--- src/rtl/tick_countdown.sv ---
// Tick-driven countdown: loads a tick count on start, decrements on each upstream
// tick while running, pulses done on expiry and optionally reloads the last count.
module tick_countdown #(
    parameter int WIDTH       = 8,
    parameter bit AUTO_RELOAD = 1'b0
) (
    input  logic             clk,
    input  logic             rst,
    input  logic             start,
    input  logic             stop,
    input  logic             pause,
    input  logic [WIDTH-1:0] load_value,
    input  logic             tick,
    output logic             timer_enable,
    output logic [WIDTH-1:0] remaining,
    output logic             busy,
    output logic             done
);

    typedef enum logic [1:0] {
        IDLE   = 2'd0,
        RUN    = 2'd1,
        PAUSED = 2'd2
    } state_t;

    localparam logic [WIDTH-1:0] ONE = {{(WIDTH-1){1'b0}}, 1'b1};

    state_t           state, state_next;
    logic [WIDTH-1:0] remaining_next;
    logic [WIDTH-1:0] reload_value, reload_next;
    logic             done_next;

    // Priority is encoded by the if/else order: stop, start, pause, then tick.
    always_comb begin
        // NOTE: every output of this block gets a default first so no latch is inferred.
        state_next     = state;
        remaining_next = remaining;
        reload_next    = reload_value;
        done_next      = 1'b0;

        if (stop) begin
            state_next     = IDLE;
            remaining_next = '0;
        end else if (start) begin
            reload_next = load_value;
            if (load_value != '0) begin
                state_next     = RUN;
                remaining_next = load_value;
            end else begin
                state_next     = IDLE;
                remaining_next = '0;
                done_next      = 1'b1;
            end
        end else begin
            unique case (state)
                RUN: begin
                    if (pause) begin
                        state_next = PAUSED;
                    end else if (tick) begin
                        if (remaining > ONE) begin
                            remaining_next = remaining - ONE;
                        end else if (remaining == ONE) begin
                            done_next = 1'b1;
                            if (AUTO_RELOAD) begin
                                remaining_next = reload_value;
                            end else begin
                                remaining_next = '0;
                                state_next     = IDLE;
                            end
                        end
                    end
                end
                PAUSED: begin
                    if (!pause) state_next = RUN;
                end
                default: ;
            endcase
        end
    end

    // NOTE: sequential state uses non-blocking assignments so every register samples pre-edge values.
    always_ff @(posedge clk) begin
        if (rst) begin
            state        <= IDLE;
            remaining    <= '0;
            reload_value <= '0;
            done         <= 1'b0;
        end else begin
            state        <= state_next;
            remaining    <= remaining_next;
            reload_value <= reload_next;
            done         <= done_next;
        end
    end

    assign busy         = (state != IDLE);
    assign timer_enable = (state == RUN);

endmodule

--- config.mk ---
export PLATFORM = sky130hd
export DESIGN_NAME = tick_countdown
export DESIGN_NICKNAME = d
export VERILOG_FILES = /design/src/rtl/tick_countdown.sv
export SDC_FILE = /design/constraint.sdc
export NUM_CORES = 1
export LEC_CHECK = 0
export BUFFER_PORTS_ARGS = -buffer_cell sky130_fd_sc_hd__buf_2
export CAP_MARGIN = 20
export CORE_ASPECT_RATIO = 0.7
export CORE_MARGIN = 8
export CORE_UTILIZATION = 35
export CTS_BUF_LIST = sky130_fd_sc_hd__clkbuf_16
export CTS_CLUSTER_DIAMETER = 150
export CTS_CLUSTER_SIZE = 25
export DETAILED_ROUTE_END_ITERATION = 8
export PLACE_DENSITY_LB_ADDON = 0.25
export SYNTH_ARGS = -nofsm -noshare
export SYNTH_HDL_FRONTEND = slang
export SYNTH_SLANG_ARGS = --single-unit
--- constraint.sdc ---
create_clock -name clk -period 2.57 [get_ports clk]
set_input_delay 0.1285 -clock clk [delete_from_list [all_inputs] [get_ports clk]]
set_output_delay 0.1285 -clock clk [all_outputs]
set_load 0.01 [all_outputs]
==> metrics.md, run 1 <==
| Metric | Value |
|---|---|
| Part of the power in combinational logic | 20.2% |
| Synth area leaders | dfxtp_1, o32ai_1, a2bb2oi_1, a21oi_1, a22oi_1 |
| Yosys top cell by area | dfxtp_1 |
| Final TNS setup | 0 ps |
| DIE WIDTH | 73.1 um |
| Syn Inst Count | 97 |
| Max Freq | 480 MHz |
| N_diodes | 0 |
| Relative slew slack | 63.3% |
| Clk network pwr share | 48.4% |
| Min cycle time layout | 2080 ps |
| Area grow syn2layout | 28.0% |
| Number of flops mapped to enable cells by yosys | 0 |
| Worst min path class | in2reg |
| CTS buffer count | 3 |
| Maxcap violations | 0 |
| GP Congestion | 0.892 |
| Initial antenna violation count | 0 |
| P_sw | 0.000163 W |
| Largest net degree at the start of global routing | 29 |
| # setup viols final | 0 |
| Clk pin slew, worst setup/hold paths | 40 ps |
| DP Wirelength | 1870 um |
| Die ar. | 4090 um^2 |
| Synth warn | 0 |
| H-Tree Depth | 1 |
| Syn nets | 113 |
| CTS tree | yes |
| Floorplan row count | 14 |
| CTS resizes | 0 |
| GR Overflow Total | 0 |
| Largest family of logic cells by synthesized area | compound AO/OA/AOI/OAI gates |
| Vias | 903 |
| Max clock buf depth | 2 |
| DR pass1 iterations | 4 |
| Compound-gate portion of the synthesized area | 35.5% |
| Synth Area in Simple Gates | 28.2% |
| RSZ-0062 raised after global routing | false |
| Seq/Total Area, Yosys | 27.5% |
| Mapped Area | 800 um^2 |
| Wire length per cell | 16.8 um |
| Period Utilization, post-route | 81.1% |
| FF+latch count, synth | 11 |
| CTS Sinks | 11 |
| Dominant synthesized flop cell | dfxtp_1 |
| I/O Buffers | 24 |
| CTS root buf | clkbuf_16 |
| P_int | 0.000431 W |
| Post-CTS Setup Inserts | 0 |
| FFs w/ async S/R, synth | 0% |
| # nets final | 138 |
| Mean area per synthesized cell | 8.24 um^2 |
| IO Pins | 25 |
| Hold_buf cts | 0 |
| Post-synthesis mux area share | 0% |
| Final antenna-violating net count | 0 |
| DRC Markers | 0 |
| Post-DR vias/cell | 5.90 |
| Commonest non-fill, non-tap cell in the layout | buf_2 |
| Adder-Cell Fraction of Synth Area | 3.13% |
| Flop pwr share | 31.4% |
| Worst EP arrival | 2230 ps |
| Worst-Skew Late Latency | 240 ps |
| Sw frac | 27.5% |
| Kind of end point of the critical path | flip-flop |
| Worst-path fanout max | 9 |
| Detailed Route Iter0 Violations | 80 |
| Most frequent cells in the layout | buf_2, dfxtp_1, inv_1, nor2_1, a21oi_1 |
| Finished Core Util | 47.5% |
| Power Density | 581 nW/um^2 |
| Die H | 56.0 um |
| Worst Setup Path Type | reg2reg |
| Status | completed |
| Slew Limit Fails | 0 |
| First-pass GRT wire length | 4280 um |
| Startpoint types | flip-flop |
| Xor/xnor share of the synthesized area | 0% |
| Worst-margin pin slew | 549 ps |
| GRT Util Overall | 13.1% |
| Share of layout cells above drive strength 1 | 28.1% |
| Core Box Area | 2150 um^2 |
| Peak supply drop | 290 uV |
| Routed WL | 2580 um |
| Final hold violations | 0 |
| Setup Skew | 2.79 ps |
| Vias in the first global route | 910 |
| R2R Setup Slk | 490 ps |
| Initial Utilization | 37.1% |
| Yosys cell types | 38 |
| CP required | 2720 ps |
| Total leakage power | 0.421 nW |
| Synth top area share | 27.5% |
## layer usage
layer,share of wire [%],wire length [um],vias to the layer above,global-route usage (%)
li1,-,-,427,-
met1,46,1180,437,15.5
met2,45,1170,34,19.7
met3,7.5,192,5,5.58
met4,1.2,31,0,6.25
met5,0,0,-,0
## Yosys cell counts, types with 3 or more instances
cell / instances
inv_1: 8
nand2_1: 5
nand3_1: 3
nor3_1: 3
a2bb2oi_1: 4
dfxtp_1: 11
or2_2: 3
nor2_1: 7
a21oi_1: 6
o21ai_0: 4
o32ai_1: 5
a22oi_1: 4
clkbuf_1: 3
## final cells by class
| type | instances | area (um^2) |
|---|---|---|
| tap | 32 | 40.0 |
| clock buffer | 3 | 75.1 |
| sequential | 11 | 220 |
| multi-input combinational | 74 | 534 |
| fill | 226 | 1130 |
| timing repair buffer | 24 | 120 |
| inverter | 8 | 30.0 |
| clock inverter | 1 | 3.75 |
## per-stage QoR
stage | hold slack [ps] | instance area [um^2] | worst slack (ps) | power [W] | instances
final | 198 | 1020 | 486 | 0.000595 | 153
after global routing | 216 | 1020 | 283 | 0.000620 | 153
after CTS | 195 | 1020 | 513 | 0.000597 | 153
after detailed placement | 446 | 945 | 546 | 0.000307 | 149
after global placement | 435 | 945 | 635 | 0.000305 | 149
after floorplan | 281 | 800 | 709 | 0.000269 | 97
## sequential cells by signal, indices dropped and copies added (netlist names)
| signal | flops |
|---|---|
| state | 2 |
| remaining | 8 |
| done | 1 |
## final timing paths
kind / from / to / cells after the start
worst min register to register: remaining[3]$_SDFFE_PP0P_ / remaining[3]$_SDFFE_PP0P_ / 2
worst min-delay path: pause / state[1]$_SDFFE_PP0P_ / 3
worst max-delay path: remaining[0]$_SDFFE_PP0P_ / remaining[4]$_SDFFE_PP0P_ / 6
worst max register to register: remaining[0]$_SDFFE_PP0P_ / remaining[4]$_SDFFE_PP0P_ / 6
## power by group through the flow
stage	Clock (W)	Combinational [W]	Sequential [W]
after floorplan	0	0.0000787	0.000190
after global placement	0	0.000116	0.000189
after detailed placement	0	0.000117	0.000190
after CTS	0.000292	0.000118	0.000187
after global routing	0.000301	0.000132	0.000188
final	0.000288	0.000120	0.000187
## critical path, stage by stage, from the launching register on
cell and delay, ps:
dfxtp_1 420, inv_1 110, ha_1 300, or2_2 360, a31oi_2 440, a22oi_1 130
o32ai_1 240
## logic make-up after synthesis
logic type               count (synthesis)
AO/OA/AOI/OAI                           35
adder cells (fa/ha/maj)                  2
buffers and inverters                   12
flip-flops                              11
AND/OR/NAND/NOR                         37
No activity file was read; power rests on OpenSTA's default activity.
==> run 2: changes to the inputs <==
--- a/config.mk
+++ b/config.mk
@@ -5,6 +5,7 @@
 export SDC_FILE = /design/constraint.sdc
 export NUM_CORES = 1
 export LEC_CHECK = 0
+export ABC_AREA = 1
 export BUFFER_PORTS_ARGS = -buffer_cell sky130_fd_sc_hd__buf_2
 export CAP_MARGIN = 20
 export CORE_ASPECT_RATIO = 0.7
==> constraint.sdc (replaced) <==
create_clock -name clk -period 1.8 [get_ports clk]
set_input_delay 0.09 -clock clk [delete_from_list [all_inputs] [get_ports clk]]
set_output_delay 0.09 -clock clk [all_outputs]
set_load 0.01 [all_outputs]
==> run 2 against run 1 <==
First-iteration DRC count fell by 38%; final cell count rose by 43%; maximum frequency rose by 30%; core utilization fell by 0.49 points; critical endpoint is now remaining[3]$_SDFFE_PP0P_; clock power rose by 44%; global-route usage fell by 1.3 points; clock-buffer cell count did not move; hold slack got worse by 51 ps; non-clock buffer count rose by 1; critical path type unchanged; sequential share of layout area fell by 2.9 points; via count rose by 16%.
==> metrics.md, run 2 <==
| Metric | Value |
|---|---|
| Post-CTS Setup Inserts | 0 (unchanged) |
| CP required | 1980 ps (was 2720 ps) |
| Peak supply drop | 426 uV (was 290 uV) |
| Max Freq | 623 MHz (was 480 MHz) |
| Yosys cell types | 22 (was 38) |
| Status | completed (unchanged) |
| Worst path max stage delay | 320 ps (was 440 ps) |
| Multi-input gate area | 641 um^2 (was 534 um^2) |
| Yosys top cell by area | dfxtp_1 (unchanged) |
| FILL cells | 272 (was 226) |
| Period Utilization, post-route | 89.2% (was 81.1%) |
| DP Wirelength | 2060 um (was 1870 um) |
| GR Overflow Total | 0 (unchanged) |
| Number of flops mapped to enable cells by yosys | 0 (unchanged) |
| Floorplan row count | 15 (was 14) |
| Largest regs | remaining x8, state x2, done x1 (unchanged) |
| CP top delay family | simple AND/OR/NAND/NOR gates (was compound AO/OA/AOI/OAI gates) |
| Worst EP arrival | 1790 ps (was 2230 ps) |
| Worst-margin pin slew | 496 ps (was 549 ps) |
| Count leader, synth | nand2_1 (was dfxtp_1) |
| Maxcap violations | 0 (unchanged) |
| I/O Buffers | 24 (unchanged) |
| Synth top cells by count | nand2_1, nor2_2, nor2_1 (was dfxtp_1, inv_1, nor2_1) |
| Kind of end point of the critical path | flip-flop (unchanged) |
| Max clock buf depth | 2 (unchanged) |
| Dominant synthesized flop cell | dfxtp_1 (unchanged) |
| Min cycle time layout | 1610 ps (was 2080 ps) |
| Worst-Skew Late Latency | 240 ps (about the same) |
| Power Density | 789 nW/um^2 (was 581 nW/um^2) |
| Cell Area, Placed | 1100 um^2 (was 945 um^2) |
| Fin area | 1180 um^2 (was 1020 um^2) |
| Core Box Area | 2510 um^2 (was 2150 um^2) |
| Commonest non-fill, non-tap cell in the layout | nand2_1 (was buf_2) |
| Worst Setup Path Type | reg2reg (unchanged) |
| Routed WL | 2630 um (was 2580 um) |
| Initial antenna violation count | 0 (unchanged) |
| Share of layout cells above drive strength 1 | 30.8% (was 28.1%) |
| Clk pin slew, worst setup/hold paths | 50 ps (was 40 ps) |
| H-Tree Depth | 1 (unchanged) |
| CTS tree | yes (unchanged) |
| Part of the power in combinational logic | 26.7% (was 20.2%) |
| DIE WIDTH | 78.0 um (was 73.1 um) |
| Worst-path fanout max | 9 (unchanged) |
| Clk network pwr share | 44.6% (was 48.4%) |
| Die ar. | 4630 um^2 (was 4090 um^2) |
| Die H | 59.4 um (was 56.0 um) |
| Flop pwr share | 28.7% (was 31.4%) |
| Final TNS setup | 0 ps (unchanged) |
| Post-DR vias/cell | 4.77 (was 5.90) |
| Startpoint types | flip-flop (unchanged) |
| CP Launch Point | remaining[0]$_SDFFE_PP0P_ (unchanged) |
| P_int | 0.000639 W (was 0.000431 W) |
| GRT Util Overall | 11.8% (was 13.1%) |
| Area grow syn2layout | 25.7% (was 28.0%) |
| CTS Sinks | 11 (unchanged) |
| Synth area leaders | dfxtp_1, nand2_1, nor2_2, nand3_1, nor2_1 (was dfxtp_1, o32ai_1, a2bb2oi_1, a21oi_1, a22oi_1) |
| CP Cell Sequence | inv_1 > ha_2 > nand2_1 > nor2_2 > nand3_2 > nand2_4 > nand2_4 > inv_6 > nor2_2 > nor2_2 (was inv_1 > ha_1 > or2_2 > a31oi_2 > a22oi_1 > o32ai_1) |
| Largest net degree at the start of global routing | 16 (was 29) |
| N_diodes | 0 (unchanged) |
| Max FFs per register | 8 (unchanged) |
| Seq/Total Area, Yosys | 23.4% (was 27.5%) |
| Relative slew slack | 66.9% (was 63.3%) |
| Final hold slack | 148 ps (was 198 ps) |
| Most common cell on crit path | nor2_2 |
| First-pass GRT wire length | 4370 um (was 4280 um) |
| Initial Utilization | 37.4% (was 37.1%) |
| # nets final | 202 (was 138) |
| WP buf/inv | 2 (was 1) |
| Wire length per cell | 12.0 um (was 16.8 um) |
| Crit-path slowest cell | dfxtp_1 (was a31oi_2) |
| DRC Markers | 0 (unchanged) |
| IO Pins | 25 (unchanged) |
| Register name with the most flops | remaining (unchanged) |
| Detailed Route Iter0 Violations | 50 (was 80) |
| Worst min path class | in2reg (unchanged) |
| Most frequent cells in the layout | nand2_1, buf_2, nor2_2, inv_1, nor2_1 (was buf_2, dfxtp_1, inv_1, nor2_1, a21oi_1) |
| # setup viols final | 0 (unchanged) |
| GP Congestion | 0.899 (was 0.892) |
| Final hold violations | 0 (unchanged) |
| RSZ-0062 raised after global routing | false (unchanged) |
| Sw frac | 31.4% (was 27.5%) |
| CTS root buf | clkbuf_16 (unchanged) |
| DR pass1 iterations | 4 (unchanged) |
| Synth top area share | 23.4% (was 27.5%) |
| Register area | 220 um^2 (unchanged) |
| Setup Skew | 2.16 ps (was 2.79 ps) |
| Mean area per synthesized cell | 5.96 um^2 (was 8.24 um^2) |
| Slew Limit Fails | 0 (unchanged) |
| Mapped Area | 941 um^2 (was 800 um^2) |
| Vias | 1045 (was 903) |
| RR Startpoint | remaining[0]$_SDFFE_PP0P_ (unchanged) |
| Synth warn | 0 (unchanged) |
| Syn Inst Count | 158 (was 97) |
| Final antenna-violating net count | 0 (unchanged) |
| Total leakage power | 0.622 nW (was 0.421 nW) |
| Syn nets | 174 (was 113) |
| FF+latch count, synth | 11 (unchanged) |
| Hold Startpoint | pause (unchanged) |
| P_sw | 0.000293 W (was 0.000163 W) |
| CTS buffer count | 3 (unchanged) |
| Vias in the first global route | 956 (was 910) |
| FFs w/ async S/R, synth | 0% (unchanged) |
==> run 2: cell count changes after synthesis, sizes merged, moves of 4 or more <==
cell     change
a22oi        -4
a2bb2oi      -4
nand3       +13
or2          -4
inv         +10
a21oi        -4
o32ai        -5
nand2       +52
nor2        +30
==> run 2: path summary, 6_finish.rpt <==
check / end / slack, ps / cells after the start
worst max-delay path: remaining[3]$_SDFFE_PP0P_ / 190 / 10
worst min-delay path: state[1]$_SDFFE_PP0P_ / 150 / 3
worst max register to register: remaining[3]$_SDFFE_PP0P_ / 190 / 10
worst min register to register: state[1]$_SDFFE_PP0P_ / 550 / 2
==> run 2: cell families (layout without fill, tap and decap cells) <==
logic type                 Yosys count  after routing  synth area share [%]
adders and majority gates            2              2                  2.66
buffers and inverters               20             47                  8.78
DFF                                 11             11                  23.4
AOI/OAI and AO/OA                    9              9                  5.05
xor gates and xnor gates             2              2                  1.86
and+or+nand+nor                    114            114                  58.2
==> run 2: area by class of cell <==
cell class	instances	share of cell area, %
Multi-Input combinational cell	127	54.2
Timing Repair Buffer	25	10.8
Sequential cell	11	18.6
Tap cell	34	3.60
Clock inverter	1	0.317
Inverter	18	6.14
Clock buffer	3	6.35
==> run 2: per-stage QoR <==
step | total power (W) | setup WS [ps] | std cells | utilization [%]
2_1_floorplan | 0.000452 | 368 | 158 | -
3_3_place_gp | 0.000516 | 304 | 215 | 43.8
3_5_place_dp | 0.000517 | 188 | 215 | 43.8
4_1_cts | 0.000932 | 155 | 219 | 46.9
5_1_grt | 0.000976 | 34.1 | 219 | 47.0
6_report | 0.000932 | 195 | 219 | 47.0
==> run 2: power groups by stage <==
stage	logic [W]	registers [W]	clock network, W
global route	0.000282	0.000270	0.000424
detailed placement	0.000244	0.000272	0
global placement	0.000244	0.000271	0
floorplan	0.000178	0.000274	0
CTS	0.000248	0.000268	0.000416
finish	0.000249	0.000268	0.000415
==> run 2: worst register-to-register path, delay by kind of cell, from the launching register on <==
kind / cells / cell delay (ps)
buf+inv: 2 / 300
fa+ha+maj: 1 / 270
simple gates: 7 / 660
flops: 1 / 320
==> run 2: timing repair <==
item                       in CTS  in global routing
hold buffers                    0                  0
setup endpoints to repair       0                  1
gates resized for setup         0                  1
hold endpoints to repair        0                  0
==> run 2: per-layer routing <==
layer	global-route usage (%)	routed length (um)	share of wire (%)
met5	0	0	0
met4	2.36	9	0.34
met3	4.55	286	11
met2	17.0	1060	40
met1	16.1	1270	48
